===== config.mk =====
export PLATFORM = sky130hd
export DESIGN_NAME = alu_iter
export DESIGN_NICKNAME = d
export VERILOG_FILES = /design/src/rtl/alu_iter.sv
export SDC_FILE = /design/constraint.sdc
export NUM_CORES = 1
export LEC_CHECK = 0
export ABC_AREA = 1
export CORE_UTILIZATION = 31
export CTS_BUF_LIST = sky130_fd_sc_hd__clkbuf_8
export CTS_CLUSTER_SIZE = 25
export DETAILED_ROUTE_END_ITERATION = 10
export PLACE_DENSITY_LB_ADDON = 0.3
export SKIP_CTS_REPAIR_TIMING = 1
export SLEW_MARGIN = 20
export SYNTH_ARGS = -nofsm -noshare
export SYNTH_HDL_FRONTEND = slang
export SYNTH_SLANG_ARGS = --single-unit

===== constraint.sdc =====
create_clock -name clk -period 2.9 [get_ports clk]
set_input_delay 0.58 -clock clk [delete_from_list [all_inputs] [get_ports clk]]
set_output_delay 0.58 -clock clk [all_outputs]
set_load 0.02 [all_outputs]

===== src/rtl/alu_iter.sv =====
// Purpose : handshaked ALU (add/sub/and/or/xor/slt/sll/srl/sra) with result + flags.
// Latency : 1 cycle for non-shift ops; shifts take 1 + shamt cycles (1 with ALU_BARREL_SHIFT_EN).
// Backpr. : one op in flight; the result is held in DONE until resp_ready, and no request is taken meanwhile.
//
// Ports:
//   clk, rst_n              clock, asynchronous active-low reset
//   req_valid / req_ready   request handshake; x, y, funct sampled on accept
//   resp_valid / resp_ready response handshake; z, equal, zero, overflow held while valid
// Build option:
//   ALU_BARREL_SHIFT_EN     when defined, shifts are single-cycle and the SHIFT state disappears.
// Function codes come from alu_funct_defines.h; the fallback values below apply only when
// that header has not been included ahead of this file.

`ifndef ALU_FUNCT_DEFINES_H
`define ALU_FUNCT_DEFINES_H
`define ALU_FUNCT_WIDTH 4
`define ALU_ADD 4'd0
`define ALU_SUB 4'd1
`define ALU_AND 4'd2
`define ALU_OR  4'd3
`define ALU_XOR 4'd4
`define ALU_SLT 4'd5
`define ALU_SLL 4'd6
`define ALU_SRL 4'd7
`define ALU_SRA 4'd8
`endif

module alu_iter #(
    parameter int N       = 32,
    parameter int SHAMT_W = $clog2(N)
) (
    input  logic                        clk,
    input  logic                        rst_n,
    input  logic                        req_valid,
    output logic                        req_ready,
    input  logic [N-1:0]                x,
    input  logic [N-1:0]                y,
    input  logic [`ALU_FUNCT_WIDTH-1:0] funct,
    output logic                        resp_valid,
    input  logic                        resp_ready,
    output logic [N-1:0]                z,
    output logic                        equal,
    output logic                        zero,
    output logic                        overflow
);

    localparam int FW = `ALU_FUNCT_WIDTH;
    localparam logic [FW-1:0] F_ADD = `ALU_ADD;
    localparam logic [FW-1:0] F_SUB = `ALU_SUB;
    localparam logic [FW-1:0] F_AND = `ALU_AND;
    localparam logic [FW-1:0] F_OR  = `ALU_OR;
    localparam logic [FW-1:0] F_XOR = `ALU_XOR;
    localparam logic [FW-1:0] F_SLT = `ALU_SLT;
    localparam logic [FW-1:0] F_SLL = `ALU_SLL;
    localparam logic [FW-1:0] F_SRL = `ALU_SRL;
    localparam logic [FW-1:0] F_SRA = `ALU_SRA;

`ifdef ALU_BARREL_SHIFT_EN
    typedef enum logic [1:0] {IDLE, DONE} state_t;
`else
    typedef enum logic [1:0] {IDLE, SHIFT, DONE} state_t;
`endif

    state_t               state;
    logic [SHAMT_W-1:0]   shamt;
    logic [N-1:0]         sum;
    logic [N-1:0]         diff;
    logic [N-1:0]         alu_z;
    logic                 alu_ovf;

    assign shamt = y[SHAMT_W-1:0];

    // rst_n gates req_ready so the block advertises nothing while held in reset.
    assign req_ready  = rst_n && (state == IDLE);
    assign resp_valid = (state == DONE);

    // Single-cycle datapath evaluated on the live request operands.
    always_comb begin
        sum     = x + y;
        diff    = x - y;
        alu_z   = '0;
        alu_ovf = 1'b0;
        case (funct)
            F_ADD: begin
                alu_z   = sum;
                alu_ovf = (x[N-1] == y[N-1]) && (sum[N-1] != x[N-1]);
            end
            F_SUB: begin
                // Subtraction adds ~y, so overflow needs x and ~y to share a sign.
                alu_z   = diff;
                alu_ovf = (x[N-1] != y[N-1]) && (diff[N-1] != x[N-1]);
            end
            F_AND: alu_z = x & y;
            F_OR:  alu_z = x | y;
            F_XOR: alu_z = x ^ y;
            F_SLT: alu_z = {{(N-1){1'b0}}, ($signed(x) < $signed(y))};
`ifdef ALU_BARREL_SHIFT_EN
            F_SLL: alu_z = x << shamt;
            F_SRL: alu_z = x >> shamt;
            F_SRA: alu_z = $unsigned($signed(x) >>> shamt);
`else
            // Only the shamt == 0 case finishes straight from IDLE; it returns x unchanged.
            F_SLL: alu_z = x;
            F_SRL: alu_z = x;
            F_SRA: alu_z = x;
`endif
            default: begin
                alu_z   = '0;
                alu_ovf = 1'b0;
            end
        endcase
    end

`ifndef ALU_BARREL_SHIFT_EN
    logic [SHAMT_W-1:0]   cnt;
    logic [FW-1:0]        op_q;
    logic [N-1:0]         step_z;
    logic                 req_is_shift;

    assign req_is_shift = (funct == F_SLL) || (funct == F_SRL) || (funct == F_SRA);

    // One-position shift of the running result, selected by the captured op.
    always_comb begin
        step_z = z;
        case (op_q)
            F_SLL:   step_z = {z[N-2:0], 1'b0};
            F_SRL:   step_z = {1'b0, z[N-1:1]};
            F_SRA:   step_z = {z[N-1], z[N-1:1]};
            default: step_z = z;
        endcase
    end
`endif

    always_ff @(posedge clk or negedge rst_n) begin
        if (!rst_n) begin
            state    <= IDLE;
            z        <= '0;
            equal    <= 1'b0;
            zero     <= 1'b0;
            overflow <= 1'b0;
`ifndef ALU_BARREL_SHIFT_EN
            cnt      <= '0;
            op_q     <= '0;
`endif
        end else begin
            case (state)
                IDLE: begin
                    if (req_valid) begin
                        equal <= (x == y);
`ifndef ALU_BARREL_SHIFT_EN
                        op_q  <= funct;
                        if (req_is_shift && (shamt != '0)) begin
                            z        <= x;
                            cnt      <= shamt;
                            zero     <= 1'b0;
                            overflow <= 1'b0;
                            state    <= SHIFT;
                        end else
`endif
                        begin
                            z        <= alu_z;
                            overflow <= alu_ovf;
                            zero     <= (alu_z == '0);
                            state    <= DONE;
                        end
                    end
                end
`ifndef ALU_BARREL_SHIFT_EN
                SHIFT: begin
                    z   <= step_z;
                    cnt <= cnt - SHAMT_W'(1);
                    if (cnt == SHAMT_W'(1)) begin
                        zero  <= (step_z == '0);
                        state <= DONE;
                    end
                end
`endif
                DONE: begin
                    if (resp_ready) begin
                        state <= IDLE;
                    end
                end
                default: state <= IDLE;
            endcase
        end
    end

endmodule


==> flow_summary.toml <==
[outcome]
status = "finished clean"

[detailed_routing]
count_of_nets_left_with_antenna_violations_after_detail_routing = 0
drt_iter0_drc = 962
drc = 0
firstDrtPassIters = 5
drt_wl_total_um = 42500
routedWlPerCell_um = 15.8
vias = 13400
detail_route.vias_per_cell = 4.95

[power_and_ir_drop]
power_density_nw_per_um2 = 394
power.static_leakage_nw = 8.83
ir_worst_vdd_uv = 263

[worst_setup_path]
max_stage_delay_ns = 0.57
cp.arrival_ns = 3.00
crit_type = "in -> reg"
crit_path_start_kind = "primary input"
crit_path_cell_trace = "clkdlybuf4s50_1 > nor2_2 > nand2_2 > inv_2 > buf_4 > a221oi_1 > nand3_4 > buf_4 > buf_4 > a21oi_1 > o21ai_0"
crit_top_cell = "sky130_fd_sc_hd__buf_4"
critical_path.max_fanout = 12
timing.critical_path.to_type = "flop"
timing.critical_path.slowest_stage_cell = "sky130_fd_sc_hd__clkdlybuf4s50_1"
cp_data_required_time_ns = 3.08
r2r_slack_ns = 0.57

[cells_and_area]
final.fill_count = 3167
drive_above_1_share = 0.360
layout_common_cells = "448 x sky130_fd_sc_hd__nand2_1, 414 x sky130_fd_sc_hd__buf_4, 288 x sky130_fd_sc_hd__inv_1"
final_net_count = 2490
post_layout_nonfiller_instances = 2699
design_area_um2 = 16300
final_common_cell = "sky130_fd_sc_hd__nand2_1"
area_growth_syn_to_layout_pct = 65.2

[timing]
worstMarginPinSlew_ns = 0.607
worst_slack_ns = 0.0820
setup_viol = 0
timing.clock.skew_ns = 0.00379
slew_headroom = 0.595
finalSetupTns_ns = 0
final_max_slew_viol_count = 0
period_minus_slack_ns = 2.82
finalHoldViolCount = 0
fin_crit_sh = 0.972
achievable-frequency_mhz = 355
final_layout_worst_hold_slack_ns = 0.370

[global_route]
groute.layer.met2.usage = 0.435
grt_use_met3 = 0.0176
total_global_route_track_usage = 0.247
grt_pass1_vias = 12500
grt_use_met1 = 0.329
antenna_found_initial = 0
grt_pass1_wl_um = 64700
top_usage_layer = "met2"
globalRoute.totalOverflow = 0
grt_max_degree = 47

[synthesis]
synth_seq_area_share = 0.117
cells_after_synth = 1814
synth.ff_latch_count = 46
synth_cell_types = 45
synthesized_area_um2 = 9870
postSynthNetCount = 2003
warnings_from_yosys = 0
ys.flop_type = "sky130_fd_sc_hd__dfrtp_1"
syn_avg_cell_area_um2 = 5.44
synth_enable_flop_cells = 0
ys_async_sr_fraction = 1.00

[die]
boundaryPins = 109
die_area_um2 = 32600
coreArea_um2 = 31000
die_width_um = 180
start_util = 0.319
chipHeight_um = 180
core.rowCount = 64

[placement]
dpl.cell_count = 2659
pre_cts_slack_ns = -0.693
placement_stage_cell_area_um2 = 14200
place_congestion = 1.01
dp_hpwl_um = 35000
io_buffers = 108

[clock_tree]
cts.sink_count = 46
cts_tree = "done"
cts_inserted_buffers = 5
clk_root_buffer_cell = "sky130_fd_sc_hd__clkbuf_8"
worst_setup_hold_path_clk_slew_ns = 0.09
htree_num_levels = 2
max-clock-path-buffers = 2
clk-insertion-delay-late_ns = 0.31

[hold_path]
hold_class = "in -> async"

[job]
max-cap-violations = 0
==> critical path: cells and delay by family <==
family                 cells  cell delay [ns]
and+or+nand+nor            3             0.42
buffers and inverters      5             1.24
AOI/OAI and AO/OA          3             0.75
==> per-stage QoR <==
stage                util  power [W]
floorplan               -    0.00352
global placement    0.459    0.00545
detailed placement  0.459    0.00549
CTS                 0.462    0.00592
global route        0.526    0.00691
finish              0.526    0.00642
==> area by class of cell <==
class | count | area (um^2) | area share
flip-flops and latches | 46 | 1150 | 0.0706
diodes | 1 | 2.50 | 0.000153
clock inverters | 2 | 8.76 | 0.000537
multi-input cells | 1342 | 8580 | 0.526
inverters | 363 | 1370 | 0.0840
repair buffers | 543 | 4620 | 0.283
well taps | 396 | 495 | 0.0304
clock buffers | 6 | 82.6 | 0.00506
==> logic make-up (layout without fill, tap and decap cells) <==
logic type	count (synthesis)	after routing	share of synthesized area
adder cells (fa/ha/maj)	117	117	0.150
AND/OR/NAND/NOR	941	941	0.390
multiplexers	5	5	0.00507
AO/OA/AOI/OAI	277	277	0.165
flip-flops	46	46	0.117
XOR/XNOR	2	2	0.00177
buffers and inverters	426	914	0.172
other	0	1	0
==> path summary, 6_finish.rpt <==
check,start,end,depth (start not counted)
worst max-delay path,funct[0],z[27],11
worst min-delay path,rst_n,state[0],2
worst max register to register,op_q[0],zero,12
worst min register to register,z[1],z[1],2
max in group asynchronous,rst_n,z[28],2
min in group clk,z[1],z[1],2
==> where the power goes <==
| part | internal (W) | switching (W) | leakage, nW |
|---|---|---|---|
| registers | 0.000894 | 0.000262 | 0.591 |
| logic | 0.00203 | 0.00281 | 8.19 |
| clock network | 0.000189 | 0.000232 | 0.0524 |
| total | 0.00311 | 0.00331 | 8.83 |
==> sequential cells by signal, indices dropped and copies added (netlist names) <==
name	count
op_q	4
equal	1
overflow	1
z	32
cnt	5
state	2
zero	1
==> layer usage <==
layer / vias to the layer above / wire length [um]
met1: 6169 / 18900
met2: 449 / 20100
li1: 6686 / -
met3: 51 / 2570
met5: - / 0
met4: 0 / 947
==> cell usage after synthesis, types with 2 or more instances <==
library cell               number  area, um^2
sky130_fd_sc_hd__inv_1        356        1340
sky130_fd_sc_hd__nor3_1        18        90.1
sky130_fd_sc_hd__buf_2         26         130
sky130_fd_sc_hd__buf_1          2        7.51
sky130_fd_sc_hd__nand4_1       15        93.8
sky130_fd_sc_hd__or2_2          2        12.5
sky130_fd_sc_hd__a21oi_2        2        17.5
sky130_fd_sc_hd__o221ai_1      17         149
sky130_fd_sc_hd__dfrtp_1       46        1150
sky130_fd_sc_hd__a221oi_1      15         131
sky130_fd_sc_hd__fa_1           2        40.0
sky130_fd_sc_hd__nor4_1         2        12.5
sky130_fd_sc_hd__nand3_2        2        20.0
sky130_fd_sc_hd__o21bai_1       4        30.0
sky130_fd_sc_hd__o21ai_0       87         435
sky130_fd_sc_hd__o211ai_1       4        30.0
sky130_fd_sc_hd__nand3b_1       3        22.5
sky130_fd_sc_hd__o22ai_1       44         275
sky130_fd_sc_hd__nand3_1      129         646
sky130_fd_sc_hd__xor2_1         2        17.5
sky130_fd_sc_hd__mux2i_1        5        50.1
sky130_fd_sc_hd__inv_2          6        22.5
sky130_fd_sc_hd__nand2_1      545        2050
sky130_fd_sc_hd__and2_1         3        18.8
sky130_fd_sc_hd__clkbuf_1      18        67.6
sky130_fd_sc_hd__buf_4         15         113
sky130_fd_sc_hd__nor2_1       206         773
sky130_fd_sc_hd__nor2_2         7        43.8
sky130_fd_sc_hd__a211oi_1       6        45.0
sky130_fd_sc_hd__a21oi_1       85         425
sky130_fd_sc_hd__ha_1         115        1440
sky130_fd_sc_hd__nor3_2         4        40.0
sky130_fd_sc_hd__o21ai_1        3        15.0
sky130_fd_sc_hd__nand2_2        3        18.8
sky130_fd_sc_hd__a31oi_1        5        31.3
Note: power is estimated with default switching activity, not from simulation.
